`src/rtl/wimax_pkg.sv`:
```
// Shared constants and types for the WiMAX transmit interleaver path.
package wimax_pkg;

  localparam int NCBPS_QPSK12 = 192;
  localparam int INTLV_D      = 16;

  typedef enum logic [1:0] {
    IDLE  = 2'd0,
    READ  = 2'd1,
    DRAIN = 2'd2
  } rd_state_t;

endpackage

```
`src/rtl/skid_fifo2.sv`:
```
// Two-entry FIFO carrying a {last, bit} payload with valid/ready on both sides.
module skid_fifo2 (
  input  logic       clk,
  input  logic       reset,
  input  logic       in_valid,
  output logic       in_ready,
  input  logic [1:0] in_data,
  output logic       out_valid,
  input  logic       out_ready,
  output logic [1:0] out_data,
  output logic [1:0] count
);

  logic [1:0] mem0_r;
  logic [1:0] mem1_r;
  logic [1:0] count_r;
  logic       push_s;
  logic       pop_s;

  // Handshake decode and head presentation
  always_comb begin
    in_ready  = (count_r != 2'd2);
    out_valid = (count_r != 2'd0);
    push_s    = in_valid && (count_r != 2'd2);
    pop_s     = out_ready && (count_r != 2'd0);
    out_data  = mem0_r;
    count     = count_r;
  end

  // Storage: mem0_r is always the head, mem1_r the second entry
  always_ff @(posedge clk) begin
    if (reset) begin
      mem0_r  <= 2'b00;
      mem1_r  <= 2'b00;
      count_r <= 2'd0;
    end else begin
      case ({push_s, pop_s})
        2'b10: begin
          if (count_r == 2'd0) begin
            mem0_r <= in_data;
          end else begin
            mem1_r <= in_data;
          end
          count_r <= count_r + 2'd1;
        end
        2'b01: begin
          mem0_r  <= mem1_r;
          count_r <= count_r - 2'd1;
        end
        2'b11: begin
          if (count_r == 2'd1) begin
            mem0_r <= in_data;
          end else begin
            mem0_r <= mem1_r;
            mem1_r <= in_data;
          end
        end
        default: begin
          count_r <= count_r;
        end
      endcase
    end
  end

endmodule

```
`src/rtl/ppbuf_interleave_reader.sv`:
```
// Drains a completed ping-pong bank in column-wise interleaved order and
// streams the bits out over valid/ready, covering the 1-cycle SDPR read latency.
module ppbuf_interleave_reader
  import wimax_pkg::*;
#(
  parameter int NCBPS  = NCBPS_QPSK12,
  parameter int D      = INTLV_D,
  parameter int ADDR_W = 9
) (
  input  logic              clk,
  input  logic              reset,
  input  logic              block_ready,
  output logic [ADDR_W-1:0] rdaddress,
  output logic              rden,
  input  logic              q,
  output logic              out_bit,
  output logic              out_valid,
  input  logic              out_ready,
  output logic              out_last,
  output logic              block_done,
  output logic              overflow
);

  localparam int                NCOL    = NCBPS / D;
  localparam logic [ADDR_W-1:0] D_W     = ADDR_W'(D);
  localparam logic [ADDR_W-1:0] COL_MAX = ADDR_W'(NCOL - 1);
  localparam logic [ADDR_W-1:0] ROW_MAX = ADDR_W'(D - 1);

  rd_state_t         state_r;
  rd_state_t         state_nxt_s;
  logic [ADDR_W-1:0] col_r;
  logic [ADDR_W-1:0] row_r;
  logic              pending_r;
  logic              overflow_r;
  logic              in_flight_r;
  logic              in_flight_last_r;

  logic              fifo_valid_s;
  logic              fifo_ready_s;
  logic [1:0]        fifo_head_s;
  logic [1:0]        fifo_count_s;

  logic [2:0]        credit_use_s;
  logic              pop_s;
  logic              issue_s;
  logic              last_rd_s;
  logic              done_s;
  logic              start_s;

  // Credit is judged on post-pop occupancy so a steady 1 bit/clock fits in 2 entries
  always_comb begin
    pop_s        = fifo_valid_s && out_ready;
    credit_use_s = {1'b0, fifo_count_s} - {2'b00, pop_s} + {2'b00, in_flight_r};
    last_rd_s    = (col_r == COL_MAX) && (row_r == ROW_MAX);
    issue_s      = (state_r == READ) && (credit_use_s < 3'd2) && fifo_ready_s;
    done_s       = pop_s && fifo_head_s[1];
    case (state_r)
      IDLE:    start_s = block_ready || pending_r;
      DRAIN:   start_s = done_s && (block_ready || pending_r);
      default: start_s = 1'b0;
    endcase
  end

  // State register
  always_ff @(posedge clk) begin
    if (reset) begin
      state_r <= IDLE;
    end else begin
      state_r <= state_nxt_s;
    end
  end

  // Next-state logic
  always_comb begin
    state_nxt_s = state_r;
    case (state_r)
      IDLE: begin
        if (start_s) state_nxt_s = READ;
        else         state_nxt_s = IDLE;
      end
      READ: begin
        if (issue_s && last_rd_s) state_nxt_s = DRAIN;
        else                      state_nxt_s = READ;
      end
      DRAIN: begin
        if (start_s)     state_nxt_s = READ;
        else if (done_s) state_nxt_s = IDLE;
        else             state_nxt_s = DRAIN;
      end
      default: state_nxt_s = IDLE;
    endcase
  end

  // Address counters, read pipeline tracking and pending/overflow bookkeeping
  always_ff @(posedge clk) begin
    if (reset) begin
      col_r            <= '0;
      row_r            <= '0;
      pending_r        <= 1'b0;
      overflow_r       <= 1'b0;
      in_flight_r      <= 1'b0;
      in_flight_last_r <= 1'b0;
    end else begin
      in_flight_r      <= issue_s;
      in_flight_last_r <= issue_s && last_rd_s;

      if (start_s) begin
        col_r <= '0;
        row_r <= '0;
      end else if (issue_s) begin
        if (col_r == COL_MAX) begin
          col_r <= '0;
          row_r <= (row_r == ROW_MAX) ? '0 : row_r + ADDR_W'(1);
        end else begin
          col_r <= col_r + ADDR_W'(1);
        end
      end

      // A pulse arriving as DRAIN hands over is taken as the next block, not an error
      case (state_r)
        IDLE: pending_r <= 1'b0;
        READ, DRAIN: begin
          if (start_s) begin
            pending_r <= pending_r && block_ready;
          end else if (block_ready) begin
            if (pending_r) overflow_r <= 1'b1;
            else           pending_r  <= 1'b1;
          end
        end
        default: pending_r <= 1'b0;
      endcase
    end
  end

  skid_fifo2 u_fifo (
    .clk       (clk),
    .reset     (reset),
    .in_valid  (in_flight_r),
    .in_ready  (fifo_ready_s),
    .in_data   ({in_flight_last_r, q}),
    .out_valid (fifo_valid_s),
    .out_ready (out_ready),
    .out_data  (fifo_head_s),
    .count     (fifo_count_s)
  );

  // Output decode
  always_comb begin
    rden       = issue_s;
    rdaddress  = (col_r * D_W) + row_r;
    out_valid  = fifo_valid_s;
    out_bit    = fifo_head_s[0];
    out_last   = fifo_valid_s && fifo_head_s[1];
    block_done = done_s;
    overflow   = overflow_r;
  end

endmodule
```
`config.mk`:
```
export PLATFORM = sky130hd
export DESIGN_NAME = ppbuf_interleave_reader
export DESIGN_NICKNAME = d
export VERILOG_FILES = /design/src/rtl/wimax_pkg.sv /design/src/rtl/skid_fifo2.sv /design/src/rtl/ppbuf_interleave_reader.sv
export SDC_FILE = /design/constraint.sdc
export NUM_CORES = 1
export LEC_CHECK = 0
export CORE_ASPECT_RATIO = 2
export CORE_MARGIN = 10
export CORE_UTILIZATION = 30
export CTS_CLUSTER_DIAMETER = 40
export DETAILED_ROUTE_END_ITERATION = 16
export DONT_BUFFER_PORTS = 1
export GPL_TIMING_DRIVEN = 0
export SYNTH_ARGS = -nofsm -noshare
export SYNTH_HDL_FRONTEND = slang
export SYNTH_SLANG_ARGS = --single-unit
```
`constraint.sdc`:
```
create_clock -name clk -period 5.15 [get_ports clk]
set_input_delay 1.03 -clock clk [delete_from_list [all_inputs] [get_ports clk]]
set_output_delay 1.03 -clock clk [all_outputs]
set_load 0.01 [all_outputs]
```
==> impl_metrics.prom <==
# TYPE chip_impl_metric gauge
chip_impl_info{name="outcome",value="completed"} 1
chip_impl_metric{name="timing.final.crit_share",unit=""} 0.8387
chip_impl_metric{name="worstPathRequired",unit="ns"} 4.12
chip_impl_metric{name="setup_slack",unit="ns"} 0.8309
chip_impl_metric{name="ctsLongestPathBuffers",unit=""} 2
chip_impl_metric{name="cp.arrival",unit="ns"} 3.29
chip_impl_info{name="worstSetupEndpointType",value="output pin"} 1
chip_impl_metric{name="vias",unit=""} 1401
chip_impl_metric{name="yosysUniqueCellTypes",unit=""} 42
chip_impl_metric{name="clock_skew",unit="ns"} 0.004301
chip_impl_metric{name="r2r_slack",unit="ns"} 1.14
chip_impl_info{name="postSynth.topFlopCell",value="sky130_fd_sc_hd__dfxtp_1"} 1
chip_impl_metric{name="start_util",unit=""} 0.3073
chip_impl_info{name="reg2reg_to",value="col_r[7]$_SDFFE_PP0P_"} 1
chip_impl_metric{name="post-place-cells",unit=""} 261
chip_impl_metric{name="cts_max_level",unit=""} 2
chip_impl_metric{name="cts_post_setup_buffers_inserted",unit=""} 0
chip_impl_metric{name="antenna_found_initial",unit=""} 0
chip_impl_metric{name="clock.fmax",unit="GHz"} 0.2315
chip_impl_metric{name="postCtsHoldBufs",unit=""} 0
chip_impl_metric{name="clk-insertion-delay-late",unit="ns"} 0.28
chip_impl_metric{name="cts_sinks",unit=""} 30
chip_impl_metric{name="dieWidth",unit="um"} 74.07
chip_impl_metric{name="finalSetupViolations",unit=""} 0
chip_impl_metric{name="tightestPinTransition",unit="ns"} 0.6550
chip_impl_metric{name="detail_route.vias_per_cell",unit=""} 5.208
chip_impl_metric{name="design.core.area",unit="um^2"} 5709
chip_impl_metric{name="die_area",unit="um^2"} 9491
chip_impl_metric{name="syn_to_final_growth",unit="%"} 12.98
chip_impl_metric{name="diodes",unit=""} 0
chip_impl_metric{name="finish.net_count",unit=""} 230
chip_impl_metric{name="postSynth.asyncResetShare",unit=""} 0
chip_impl_info{name="most_common_cell_after_layout_fill_and_taps_aside",value="sky130_fd_sc_hd__dfxtp_1"} 1
chip_impl_metric{name="syn-num-nets",unit=""} 223
chip_impl_metric{name="final.setup.tns",unit="ns"} 0
chip_impl_metric{name="number_of_standard_cell_rows_in_the_floorplan",unit=""} 39
chip_impl_metric{name="postLayoutCellArea",unit="um^2"} 1982
chip_impl_metric{name="synthesis.area_per_instance",unit="um^2"} 8.771
chip_impl_metric{name="i_o_pins",unit=""} 20
chip_impl_metric{name="grt_pass1_vias",unit=""} 1455
chip_impl_metric{name="synth-seq-cells",unit=""} 30
chip_impl_info{name="worstHoldStart",value="col_r[8]$_SDFFE_PP0P_"} 1
chip_impl_metric{name="seq_area_frac_synth",unit=""} 0.3424
chip_impl_metric{name="grt.total_usage",unit=""} 0.08651
chip_impl_info{name="path_class",value="flop to output pin"} 1
chip_impl_metric{name="design_power_total",unit="mW"} 0.7985
chip_impl_metric{name="drt-wirelength-per-cell",unit="um"} 14.62
chip_impl_metric{name="remaining_drc_errors",unit=""} 0
chip_impl_info{name="mostFrequentLayoutCells",value="sky130_fd_sc_hd__dfxtp_1, sky130_fd_sc_hd__nor2_1, sky130_fd_sc_hd__inv_1, sky130_fd_sc_hd__ha_1, sky130_fd_sc_hd__a21oi_1"} 1
chip_impl_info{name="rr_startpoint",value="u_fifo.count[1]$_SDFFE_PP0P_"} 1
chip_impl_metric{name="finalWeightedCongestion",unit=""} 0.7253
chip_impl_metric{name="finish.utilization",unit=""} 0.3471
chip_impl_info{name="tritoncts",value="done"} 1
chip_impl_metric{name="yosysWarnings",unit=""} 0
chip_impl_metric{name="die_height",unit="um"} 128.1
chip_impl_metric{name="grt.overflow.total",unit=""} 0
chip_impl_metric{name="hold_viol_final",unit=""} 0
chip_impl_info{name="worst_hold_path.endpoint",value="col_r[8]$_SDFFE_PP0P_"} 1
chip_impl_metric{name="post_route_cells_drive_above_1_share",unit=""} 0.09135
chip_impl_metric{name="crit_path_max_fanout",unit=""} 9
chip_impl_metric{name="placement.cell_area",unit="um^2"} 1831
chip_impl_metric{name="stdcell_count",unit=""} 269
chip_impl_metric{name="global_route_wire_length_before_repair",unit="um"} 6506
chip_impl_metric{name="dpl_worst_slack",unit="ns"} 0.8164
chip_impl_metric{name="total_power_per_unit_cell_area",unit="nW/um^2"} 402.9
chip_impl_metric{name="peak_vdd_ir",unit="V"} 0.0003262
chip_impl_metric{name="post_cts_resize_count",unit=""} 0
chip_impl_metric{name="number_of_instances_on_the_worst_hold_path",unit=""} 2
chip_impl_metric{name="synth_edf_count",unit=""} 0
chip_impl_metric{name="drt_first_iter_violations",unit=""} 23
chip_impl_metric{name="synthesis.instances",unit=""} 200
chip_impl_metric{name="dr.pass1.iters",unit=""} 4
chip_impl_metric{name="post_synth_instance_area",unit="um^2"} 1754
chip_impl_info{name="crit_path_start_kind",value="flop"} 1
chip_impl_metric{name="timing_max_transition_violations_final",unit=""} 0
chip_impl_metric{name="port_buffers",unit=""} 0
chip_impl_metric{name="fin_worst_hold_slack",unit="ns"} 0.4748
chip_impl_metric{name="grt_max_degree",unit=""} 11
chip_impl_info{name="grt_setup_unrepaired",value="false"} 1
chip_impl_metric{name="drt-total-wl",unit="um"} 3933
chip_impl_metric{name="dp.final_hpwl",unit="um"} 3128
chip_impl_metric{name="drt.antenna.violating_nets",unit=""} 0
chip_impl_metric{name="cap_violations",unit=""} 0
chip_impl_info{name="clock_root_buffer_master",value="sky130_fd_sc_hd__clkbuf_16"} 1
chip_impl_metric{name="worst-r2r-cell-count",unit=""} 13
chip_impl_info{name="worst_hold_path_type",value="flop to flop"} 1
chip_impl_metric{name="cts.reportedPaths.clkPinSlew",unit="ns"} 0.05
chip_impl_metric{name="max_slew_margin",unit=""} 0.5618
chip_impl_metric{name="tritoncts.num_buffers",unit=""} 5
chip_impl_metric{name="minimum_clock_period_after_layout",unit="ns"} 4.319
chip_impl_metric{name="static_leakage_power",unit="nW"} 0.7857
cell type report:
cell class	instances	area (um^2)
sequential	30	600.6
inverter	16	60.06
fill	608	3727
tap	61	76.32
clock buffer	6	138.9
clock inverter	2	12.51
buffer	7	48.80
multi-input combinational	147	1045
worst max path at each step:
stage,start,to,slack (ns)
3_3_place_gp,out_ready,col_r[7]$_SDFFE_PP0P_,0.86
4_1_cts,u_fifo.count[1]$_SDFFE_PP0P_,rden,0.79
6_report,u_fifo.count[1]$_SDFFE_PP0P_,rden,0.83
5_1_grt,u_fifo.count[1]$_SDFFE_PP0P_,rden,0.55
3_5_place_dp,out_ready,rden,0.82
2_1_floorplan,out_ready,rden,1.29
Yosys cell counts, types with 3 or more instances:
cell,n,share of area
sky130_fd_sc_hd__dfxtp_1,30,0.34
sky130_fd_sc_hd__nor2_1,21,0.045
sky130_fd_sc_hd__a21oi_1,13,0.037
sky130_fd_sc_hd__o31ai_1,4,0.017
sky130_fd_sc_hd__or3_1,4,0.014
sky130_fd_sc_hd__nand3_1,5,0.014
sky130_fd_sc_hd__or4_1,4,0.017
sky130_fd_sc_hd__inv_1,16,0.034
sky130_fd_sc_hd__nand2_1,11,0.024
sky130_fd_sc_hd__o21ai_0,7,0.020
sky130_fd_sc_hd__a211oi_1,5,0.021
sky130_fd_sc_hd__nor2b_1,3,0.011
sky130_fd_sc_hd__buf_4,4,0.017
sky130_fd_sc_hd__xor2_1,5,0.025
sky130_fd_sc_hd__nand4_1,3,0.011
sky130_fd_sc_hd__ha_1,16,0.11
sky130_fd_sc_hd__xnor2_1,9,0.045
kinds of logic after synthesis:
family | synth area share
AND/OR/NAND/NOR | 0.2325
flip-flops | 0.3424
adder cells (fa/ha/maj) | 0.1427
multiplexers | 0.01141
AO/OA/AOI/OAI | 0.1391
buffers and inverters | 0.06206
XOR/XNOR | 0.06990
sequential cells by signal, summed over array words and instances (netlist names):
name              cells
col_r                 9
pending_r             1
u_fifo.count          2
row_r                 9
overflow              1
state_r               2
in_flight_r           1
u_fifo.mem1_r         2
in_flight_last_r      1
u_fifo.out_data       2
power by group:
part / internal [mW] / switching, mW / leakage (nW)
clock: 0.191 / 0.106 / 0.0729
sequential: 0.254 / 0.0217 / 0.243
combinational: 0.0791 / 0.147 / 0.470
total: 0.524 / 0.275 / 0.786
routing by layer:
layer / vias up / wire length, um / track usage
met3: 6 / 175 / 0.02636
met5: - / 0 / 0
met4: 0 / 72 / 0.03969
li1: 714 / - / -
met2: 22 / 2298 / 0.1699
met1: 659 / 1387 / 0.07266
worst max-delay path: stages (launching register included):
cell and delay (ns):
sky130_fd_sc_hd__dfxtp_1 0.41, sky130_fd_sc_hd__inv_1 0.11, sky130_fd_sc_hd__ha_1 0.26, sky130_fd_sc_hd__nor2b_1 0.41, sky130_fd_sc_hd__inv_1 0.15, sky130_fd_sc_hd__nor2_1 0.20
sky130_fd_sc_hd__o21ai_0 0.16, sky130_fd_sc_hd__fa_1 0.39, sky130_fd_sc_hd__xor2_1 0.54, sky130_fd_sc_hd__or2_2 0.28, sky130_fd_sc_hd__inv_1 0.12
Power figures use the tool's default switching activity.
